===== src/rtl/tile_sequencer.sv =====
// Purpose: frame-level tile controller; per tile clears the buffer, fetches the splat range, rasterizes each splat, flushes.
// Latency: 1024 clear cycles + 2 range + 3 per splat + 3 flush/advance cycles per tile, excluding external waits.
// Backpressure: waits indefinitely on rng_valid/sp_ready/rast_done/flush_done; strobes outside their wait state are ignored.
module tile_sequencer #(
   parameter int TILES_X = 20,
   parameter int TILES_Y = 15
) (
   input  logic        clk,
   input  logic        reset,
   input  logic        frame_start,
   output logic        busy,
   output logic        frame_done,
   output logic [15:0] tile_px,
   output logic [15:0] tile_py,
   output logic        rng_req,
   output logic [15:0] rng_tile,
   input  logic        rng_valid,
   input  logic [19:0] rng_first,
   input  logic [15:0] rng_count,
   output logic        sp_req,
   output logic [19:0] sp_idx,
   input  logic        sp_ready,
   output logic        rast_start,
   input  logic        rast_done,
   output logic [9:0]  clr_addr,
   output logic        clr_wr_en,
   output logic [1:0]  tb_owner,
   output logic        flush_start,
   input  logic        flush_done
);

   // Tile buffer owner encodings seen by the port mux.
   localparam logic [1:0] OWN_RAST  = 2'd0;
   localparam logic [1:0] OWN_CLEAR = 2'd1;
   localparam logic [1:0] OWN_FLUSH = 2'd2;

   // Tile coordinates are 11 bits so that {tile,5'b0} fills exactly 16 bits.
   localparam logic [10:0] LAST_X = 11'(TILES_X - 1);
   localparam logic [10:0] LAST_Y = 11'(TILES_Y - 1);

   typedef enum logic [3:0] {
      IDLE,
      CLEAR,
      RNG_REQ,
      RNG_WAIT,
      SP_REQ,
      SP_WAIT,
      RAST,
      FLUSH,
      FLUSH_WAIT,
      NEXT,
      DONE
   } state_t;

   // Splat range response as one bundle.
   typedef struct packed {
      logic [19:0] first;
      logic [15:0] count;
   } rng_rsp_t;

   state_t      state;
   state_t      state_nxt;
   rng_rsp_t    rsp;
   logic [10:0] tile_x;
   logic [10:0] tile_y;
   logic [15:0] remaining;
   logic        last_tile;
   logic        clear_last;
   logic        last_splat;

   assign rsp        = '{first: rng_first, count: rng_count};
   assign last_tile  = (tile_x == LAST_X) && (tile_y == LAST_Y);
   assign clear_last = (clr_addr == 10'd1023);
   assign last_splat = (remaining == 16'd1);

   // Origin and linear index come straight from the tile registers, so they only move in NEXT.
   assign tile_px  = {tile_x, 5'b0};
   assign tile_py  = {tile_y, 5'b0};
   assign rng_tile = 16'(32'(tile_y) * 32'(TILES_X) + 32'(tile_x));

   // State register.
   always_ff @(posedge clk) begin
      if (reset) begin
         state <= IDLE;
      end else begin
         state <= state_nxt;
      end
   end

   // Next-state decode and the state-derived strobes / mux select.
   always_comb begin
      state_nxt   = state;
      busy        = 1'b1;
      frame_done  = 1'b0;
      rng_req     = 1'b0;
      sp_req      = 1'b0;
      clr_wr_en   = 1'b0;
      flush_start = 1'b0;
      tb_owner    = OWN_RAST;
      case (state)
         IDLE: begin
            busy = 1'b0;
            if (frame_start) begin
               state_nxt = CLEAR;
            end
         end
         CLEAR: begin
            tb_owner  = OWN_CLEAR;
            clr_wr_en = 1'b1;
            if (clear_last) begin
               state_nxt = RNG_REQ;
            end
         end
         RNG_REQ: begin
            rng_req   = 1'b1;
            state_nxt = RNG_WAIT;
         end
         RNG_WAIT: begin
            if (rng_valid) begin
               state_nxt = (rsp.count == 16'd0) ? FLUSH : SP_REQ;
            end
         end
         SP_REQ: begin
            sp_req    = 1'b1;
            state_nxt = SP_WAIT;
         end
         SP_WAIT: begin
            if (sp_ready) begin
               state_nxt = RAST;
            end
         end
         RAST: begin
            if (rast_done) begin
               state_nxt = last_splat ? FLUSH : SP_REQ;
            end
         end
         FLUSH: begin
            tb_owner    = OWN_FLUSH;
            flush_start = 1'b1;
            state_nxt   = FLUSH_WAIT;
         end
         FLUSH_WAIT: begin
            tb_owner = OWN_FLUSH;
            if (flush_done) begin
               state_nxt = NEXT;
            end
         end
         NEXT: begin
            state_nxt = last_tile ? DONE : CLEAR;
         end
         DONE: begin
            frame_done = 1'b1;
            state_nxt  = IDLE;
         end
         default: begin
            state_nxt = IDLE;
         end
      endcase
   end

   // rast_start is registered so it stays a single-cycle pulse even though RAST lasts many cycles.
   always_ff @(posedge clk) begin
      if (reset) begin
         rast_start <= 1'b0;
      end else begin
         rast_start <= (state == SP_WAIT) && sp_ready;
      end
   end

   // Clear address walks 0..1023 and naturally wraps back to 0 for the next tile.
   always_ff @(posedge clk) begin
      if (reset) begin
         clr_addr <= 10'd0;
      end else if (state == IDLE && frame_start) begin
         clr_addr <= 10'd0;
      end else if (state == CLEAR) begin
         clr_addr <= clr_addr + 10'd1;
      end
   end

   // Splat cursor: loaded from the range response, advanced after each non-final rasterization.
   always_ff @(posedge clk) begin
      if (reset) begin
         sp_idx    <= 20'd0;
         remaining <= 16'd0;
      end else if (state == RNG_WAIT && rng_valid && rsp.count != 16'd0) begin
         sp_idx    <= rsp.first;
         remaining <= rsp.count;
      end else if (state == RAST && rast_done) begin
         remaining <= remaining - 16'd1;
         if (!last_splat) begin
            sp_idx <= sp_idx + 20'd1;
         end
      end
   end

   // Raster-order tile walk; the last tile wraps both coordinates back to the origin.
   always_ff @(posedge clk) begin
      if (reset) begin
         tile_x <= 11'd0;
         tile_y <= 11'd0;
      end else if (state == IDLE && frame_start) begin
         tile_x <= 11'd0;
         tile_y <= 11'd0;
      end else if (state == NEXT) begin
         if (last_tile) begin
            tile_x <= 11'd0;
            tile_y <= 11'd0;
         end else if (tile_x == LAST_X) begin
            tile_x <= 11'd0;
            tile_y <= tile_y + 11'd1;
         end else begin
            tile_x <= tile_x + 11'd1;
         end
      end
   end

endmodule


===== config.mk =====
export PLATFORM = sky130hd
export DESIGN_NAME = tile_sequencer
export DESIGN_NICKNAME = d
export VERILOG_FILES = /design/src/rtl/tile_sequencer.sv
export SDC_FILE = /design/constraint.sdc
export NUM_CORES = 1
export LEC_CHECK = 0
export ABC_AREA = 1
export CAP_MARGIN = 20
export CORE_ASPECT_RATIO = 1.1
export CORE_MARGIN = 2
export CORE_UTILIZATION = 52
export CTS_CLUSTER_SIZE = 40
export DETAILED_ROUTE_END_ITERATION = 10
export PLACE_DENSITY = 0.9
export SYNTH_ARGS = -nofsm -noshare
export SYNTH_HDL_FRONTEND = slang
export SYNTH_SLANG_ARGS = --single-unit
export TNS_END_PERCENT = 5

===== constraint.sdc =====
create_clock -name clk -period 4.2 [get_ports clk]
set_input_delay 1.26 -clock clk [delete_from_list [all_inputs] [get_ports clk]]
set_output_delay 1.26 -clock clk [all_outputs]
set_load 0.03 [all_outputs]

== Yosys cells after proc, flatten, opt, wreduce, memory -nomap -nowiden ==
Cells that the tools add are included.

* Register bits: 73
* Input bits: 43
* Word-level logic and storage cells: 77

* Eq/ne operators: 21
* Reduce and logical (&&, ||, !) cells: 16
* Multipliers: 1
* Add/subtract/negate cells: 6
* Mux-type cells: 26

{| class="wikitable"
|+ Operator list
! cell !! number
|-
| $mux 20 || 3
|-
| $mux 11 || 4
|-
| $pmux 4 s10 || 1
|-
| $mux 16 || 2
|-
| $mux 4 || 7
|-
| $add 11x1->11 const B || 2
|-
| $add 20x1->20 const B || 1
|-
| $add 16x11->16 || 1
|-
| $eq 16x1->1 const B || 1
|-
| $eq 4x3->1 const B || 4
|-
| $logic_not 16->1 || 1
|-
| $reduce_bool 16->1 || 1
|-
| $sub 16x1->16 const B || 1
|-
| $mul 11x3->14 const B || 1
|-
| $eq 4x4->1 const B || 3
|-
| $ne 2x2->1 const B || 6
|-
| $eq 11x4->1 const B || 1
|-
| $eq 11x5->1 const B || 1
|-
| $add 10x1->10 const B || 1
|-
| $eq 10x10->1 const B || 1
|-
| $eq 4x2->1 const B || 2
|-
| $logic_and 1x1->1 || 6
|-
| $mux 1 || 6
|-
| $reduce_and 6->1 || 1
|-
| other kinds (8) || 12
|}

== Longest topological paths before layout ==
Gate-level depths: netlist of run 1.

* Depth after elaboration: 5
* Mapped depth: 17
* Mapped depth without buffers: 17

== Worst setup path before layout of run 1 ==
OpenSTA, ideal clock, no wires.

* Path kind: register to output
* From: register tile_y[3]
* To: output rng_tile[12]
* Setup slack: -0.189 ns
* Stages on the path, launching flop included: 16
* Required time: 2.940 ns
* Buffers on the path: 0
* Arrival time: 3.129 ns
* Cells stage by stage: dfxtp_1 -> ha_1 -> ha_1 -> fa_1 -> nand2_1 -> nand2_1 -> nand2_1 -> xnor2_1 -> ha_1 -> nand2_1 -> nor2_1 -> nand2_1 -> nand3_1 -> nand3_1 -> nand2_1 -> xor2_1

* Longest elaborated chain between the ends: 2

{| class="wikitable"
|+ RTL lines
! element !! RTL line !! source
|-
| start, declared || 65 || <nowiki>logic [10:0] tile_y;</nowiki>
|-
| start signal, assigned || 211 || <nowiki>tile_y <= tile_y + 11'd1;</nowiki>
|-
| $mul 11x3->14 || 79 || <nowiki>assign rng_tile = 16'(32'(tile_y) * 32'(TILES_X) + 32'(tile_x));</nowiki>
|-
| $add 16x11->16 || 79 ||
|-
| end, declared || 16 || <nowiki>output logic [15:0] rng_tile,</nowiki>
|}

Every way passes these cells.

== Final worst setup path of run 1 ==
* From: register tile_y[2]
* To: output rng_tile[15]

The elaborated chain is that of the path after synthesis.

==> run summary, run 1 <==
RSZ-0062 raised after global routing - yes
dpl hpwl - 11360 um
final core occ - 72.93%
die footprint - 11730 sq um
Setup crit end kind - output pin
post-DR wirelength/cell - 14.99 um
total grt overflow - 0
synth unique cells - 41
chip width - 103.4 um
final hold vios - 0
CP arrival - 3.20 ns
GRT Util Overall - 28.91%
status - finished, violations left
post-synth top area share - 25.83%
clk_lat worst skew - 0.34 ns
overall power - 1975 uW
Syn Inst Count - 904
Port Buffer Count - 119
area post-placement - 6937 sq um
diodes inserted - 0
DRT Wirelength - 17780 um
area leader, netlist - dfxtp_1
Worst Hold Class - flip-flop to flip-flop
Clock Skew - 0.009305 ns
worst-case clock buffer depth - 2
crit-path max FO - 7
final setup violation count - 7
Synth Cell Area - 5657 sq um
setup TNS - -1.483 ns
antenna viol nets, final - 0
achievable clock frequency - 224.2 MHz
Worst EP required - 2.94 ns
Top Usage Layer GRT - met2
Core Region - 10490 sq um
largest net degree at the start of global routing - 27
Root Buffer - clkbuf_16
met2 GRT Util - 51.27%
commonest non-fill, non-tap cell in the layout - nand2_1
initial antenna violation count - 0
CTS buffer count - 9
DR vias - 6450
Reg area - 1478 sq um
vias in the first global route - 6022
vias per cell - 5.438
commonest cells after routing, fill and taps aside - 235 x nand2_1, 137 x nor2_1, 110 x clkdlybuf4s50_1, 95 x inv_1, 72 x nand3_1
PwrDens - 258.2 nW/um^2
Setup crit start kind - flip-flop
CTS sink cnt - 73
post-cts hold buffer count - 0
# nets final - 1118
VDD IR max - 0.0002137 V
failing checks - negative setup slack
met1 usage - 33.49%
worst slew pin tran - 0.5422 ns
syn_area_per_cell - 6.257 sq um
num ports - 130
H-tree depth - 3
Seq/Total Area, Yosys - 25.83%
top_reg_cell synth - dfxtp_1
Post-synth EDFFs - 0
area of the multi-input gates - 3906 sq um
DR iter-0 viols - 349
Clock transition at path regs - 0.07 ns
Synth area leaders - dfxtp_1 26%, nand2_1 16%, nor2_1 9.2%, ha_1 7.7%, nand3_1 6.7%
yosys warns - 0
Fillers - 798
Placed Cells - 1157
design area - 7651 sq um
Final Slew Violations - 0
slack of the critical path - -0.2599 ns
final non-filler cell total - 1186
drt drc - 0
max-cap viol count - 0
M3 GR Usage - 5.882%
WS Path Type - flip-flop to output pin
die height - 113.4 um
synthesized flop and latch total - 73
CTS tree - built
Core Rows - 39
Tcrit/Tclk final - 106.2%
minimum clock period - 4.460 ns
GPL Wtd Cong - 0.8903
first-pass GRT wire length - 26940 um
Pleak - 0.003291 uW
Initial Util - 53.92%
share of cells above drive strength 1 - 11.60%
ys async rst share - 0%
P&R area growth vs syn - 35.26%
DR pass1 iterations - 7
Slew headroom - 63.72%
[worst max-delay path: stages (launching register included)]
cell	delay, ns
dfxtp_4	0.38
ha_4	0.26
ha_1	0.30
nand2_1	0.08
nor2_1	0.19
a21oi_2	0.10
xnor2_2	0.32
ha_4	0.30
nand2_4	0.13
nor2_4	0.07
nand2_2	0.12
o2111ai_4	0.21
nand3_1	0.15
nand2_1	0.07
buf_4	0.17
[what timing repair did]
action / 4_1_cts / 5_1_grt
buffers inserted: 6 / 7
gates resized for setup: 39 / 19
pin swaps: 12 / 19
setup endpoints to repair: 7 / 9
[stage by stage]
stage / worst slack, ns / hold WS (ns)
6_report: -0.2599 / 0.5088
5_1_grt: -0.4734 / 0.5282
4_1_cts: -0.007299 / 0.5050
3_5_place_dp: -0.02276 / 0.4955
3_3_place_gp: 0.1204 / 0.4659
2_1_floorplan: 0.07644 / 0.4536
[cell type report]
cell class / instances / share of cell area [%]
tap: 143 / 2.339
multi-input combinational: 704 / 51.05
clock inverter: 6 / 0.9812
clock buffer: 10 / 3.123
inverter: 107 / 5.315
timing repair buffer: 143 / 17.87
sequential: 73 / 19.31
[cell usage after synthesis (all sizes together) (4+ instances only)]
| cell type | instances |
|---|---|
| nand2 | 249 |
| nor2 | 146 |
| inv | 104 |
| nand3 | 76 |
| dfxtp | 73 |
| a21oi | 52 |
| o21ai | 40 |
| ha | 35 |
| buf | 25 |
| xor2 | 22 |
| nand4 | 14 |
| nor3 | 14 |
| xnor2 | 13 |
| nand3b | 6 |
| nor3b | 5 |
| clkbuf | 4 |
[worst paths after layout]
check	from	slack (ns)	depth (start not counted)	to
setup / recovery	tile_y[2]	-0.26	14	rng_tile[15]
hold / removal	remaining[1]	0.51	2	remaining[1]
hold reg to reg	remaining[1]	0.51	2	remaining[1]
setup reg to reg	state[3]	2.02	7	tile_y[5]
[where the power goes]
group	switching (uW)	total [uW]	internal, uW
clock	328	813	485
sequential	24.9	735	710
combinational	269	428	158
total	622	1980	1350
[kinds of logic after synthesis]
| logic type | share of synthesized area, % |
|---|---|
| simple gates | 39.06 |
| other cells | 0.06629 |
| fa+ha+maj | 8.449 |
| xor+xnor | 5.419 |
| buf+inv | 10.75 |
| compound gates | 10.42 |
| flops | 25.83 |
[registers in the layout (all words and copies together) (netlist names)]
| signal | flops |
|---|---|
| clr_addr | 10 |
| remaining | 16 |
| rast_start | 1 |
| sp_idx | 20 |
| state | 4 |
| tile_x | 11 |
| tile_y | 11 |
[layer usage]
layer / vias up / share of wire, %
met2: 330 / 48
met3: 57 / 8.3
met4: 0 / 3.8
met5: - / 0
li1: 3165 / -
met1: 2898 / 40
(Power assumes the default switching activity.)
==> run 2: changes to the inputs <==
- CORE_UTILIZATION: 52 -> 47
- PLACE_DENSITY: 0.9 -> 0.87
- SKIP_CTS_REPAIR_TIMING: unset -> 1
- clock period: 4.2 -> 4.1 ns (I/O delays scaled with it)
==> run 2 against run 1 <==
The flow still finishes with violations (negative setup slack). Final cell count grew 0.25%. Highest routed layer unchanged. Sequential share of layout area grew 0.39 points. Clock power shrank 3.0%. Design area shrank 2.5%. Clock-buffer cell count is the same. Register-to-register slack lost 0.13 ns.
==> run summary, run 2 (synthesized netlist as in run 1, its figures left out) <==
status - finished, violations left
failing checks - negative setup slack
drt drc - 0 (unchanged)
# nets final - 1111 (-0.63%)
RSZ-0062 raised after global routing - yes
critical path endpoint - rng_tile[11]
first-pass GRT wire length - 25040 um (-7.1%)
total grt overflow - 0 (unchanged)
num ports - 130 (unchanged)
max reg flops - 20 (unchanged)
post-DR wirelength/cell - 13.44 um (-10%)
reg2reg path depth - 7 (unchanged)
DR iter-0 viols - 352 (+0.86%)
Fillers - 1069 (+34%)
Reg area - 1470 sq um (-0.51%)
Worst EP required - 2.87 ns (-0.07 ns)
vias per cell - 5.188 (-4.6%)
GRT Util Overall - 23.87% (-5.0 points)
Setup crit start kind - flip-flop
reg-to-reg endpoint - tile_y[5]
area of the multi-input gates - 3789 sq um (-3.0%)
achievable clock frequency - 236.5 MHz
Pleak - 0.003241 uW (-1.5%)
die height - 119.1 um (+5.0%)
Root Buffer - clkbuf_16
PwrDens - 266.2 nW/um^2 (+3.1%)
diodes inserted - 0 (unchanged)
initial antenna violation count - 0 (unchanged)
clk_lat worst skew - 0.34 ns (about the same)
CP peak stage delay - 0.40 ns (+0.02 ns)
Port Buffer Count - 119 (unchanged)
commonest cells after routing, fill and taps aside - 240 x nand2_1, 138 x nor2_1, 109 x clkdlybuf4s50_1, 95 x inv_1, 74 x nand3_1
worst slew pin tran - 0.5648 ns (+0.02263 ns)
share of cells above drive strength 1 - 9.372% (-2.2 points)
die footprint - 12930 sq um (+10%)
final hold vios - 0 (unchanged)
DR vias - 6168 (-4.4%)
worst r2r src - state[3]
H-tree depth - 3 (unchanged)
Slew headroom - 62.20% (-1.5 points)
dpl hpwl - 11850 um (+4.3%)
minimum clock period - 4.228 ns
final core occ - 62.81% (-10 points)
Clock transition at path regs - 0.06 ns (about the same)
WS Path Type - flip-flop to output pin
Core Region - 11880 sq um (+13%)
CTS tree - built
chip width - 108.6 um (+5.0%)
worst-case clock buffer depth - 2 (unchanged)
GPL Wtd Cong - 0.9031 (+1.4%)
CP arrival - 3.00 ns (-0.20 ns)
DR pass1 iterations - 5 (-2)
Setup crit end kind - output pin
Largest Register - sp_idx
Core Rows - 42 (+7.7%)
Worst Hold Class - flip-flop to flip-flop
vias in the first global route - 5612 (-6.8%)
pre-CTS setup slack - 0.02685 ns (+0.04960 ns)
slack of the critical path - -0.1280 ns (+0.1318 ns)
final setup violation count - 7 (unchanged)
r2r setup slk - 1.89 ns (-0.13 ns)
max-cap viol count - 0 (unchanged)
largest net degree at the start of global routing - 27 (unchanged)
commonest non-fill, non-tap cell in the layout - nand2_1
antenna viol nets, final - 0 (unchanged)
DRT Wirelength - 15980 um (-10%)
Crit-path slowest cell - dfxtp_2
largest registers - sp_idx: 20 flops, remaining: 16 flops
Initial Util - 47.63% (-6.3 points)
CTS buffer count - 9 (unchanged)
Crit. Startpoint - tile_y[5]
CP dominant cell by count - nand2_1
Final Slew Violations - 0 (unchanged)
hold_sp - remaining[1]
P&R area growth vs syn - 31.87%
crit-path max FO - 4 (-3)
VDD IR max - 0.0002062 V (-3.5%)
Clock Skew - 0.008027 ns (-0.001278 ns)
worst-path cell chain - ha_4 > ha_4 > nand2_1 > nand2_1 > o21bai_1 > a21oi_1 > xnor2_1 > ha_1 > nand2_2 > nor2_2 > nand2_1 > o2111ai_4 > xor2_2 > buf_4
CTS sink cnt - 73 (unchanged)
Tcrit/Tclk final - 103.1%
-- run 2: cell count changes in the layout (fill, tap and decap cells not counted), moves of 3 or more --
cell     previous run  this run
buf_6               5         2
nand2_1           235       240
dfxtp_4             4         1
buf_4              28        24
dfxtp_2             1         4
nand2_2             9         6
ha_1               22        27
ha_4               11         8
-- run 2: stage by stage --
step	instances	cell area, sq um	total power (uW)	setup TNS, ns	hold WS (ns)
CTS	1183	7246	1996	-1.919	0.4792
finish	1189	7460	1986	-0.7350	0.4784
global placement	1168	6950	1201	0	0.4687
global route	1189	7460	2077	-1.678	0.5089
floorplan	913	5708	1069	0	0.4536
detailed placement	1168	6950	1206	0	0.4704
-- run 2: critical path: cells and delay by family (launching register included) --
kind	cells	cell delay, ns
flops	1	0.40
simple gates	5	0.44
buf+inv	1	0.18
fa+ha+maj	3	0.78
compound gates	3	0.50
xor+xnor	2	0.35
-- run 2: where the power goes --
group          leakage [uW]  internal [uW]  total (uW)  switching [uW]
Combinational       0.00251            162         441             279
Clock              0.000144            483         789             306
Sequential         0.000591            730         756            25.9
-- run 2: metal layers --
layer / share of wire, % / GRT usage (%)
met5: 0 / 0
met4: 2.8 / 8.894
met3: 6.1 / 3.996
met2: 51 / 42.73
met1: 40 / 28.07
-- run 2: area by class of cell --
class	instances	area share (%)
multi-input combinational	704	50.79
sequential	73	19.71
timing repair buffer	136	17.51
inverter	107	5.451
clock buffer	10	3.204
tap	154	2.583
clock inverter	5	0.7548
-- run 2: worst min-delay path by stage --
stage,to,cells after the start,slack [ns]
CTS,remaining[1],2,0.48
global route,remaining[1],2,0.51
detailed placement,remaining[1],2,0.47
floorplan,remaining[1],2,0.45
global placement,remaining[1],2,0.47
finish,remaining[1],2,0.48
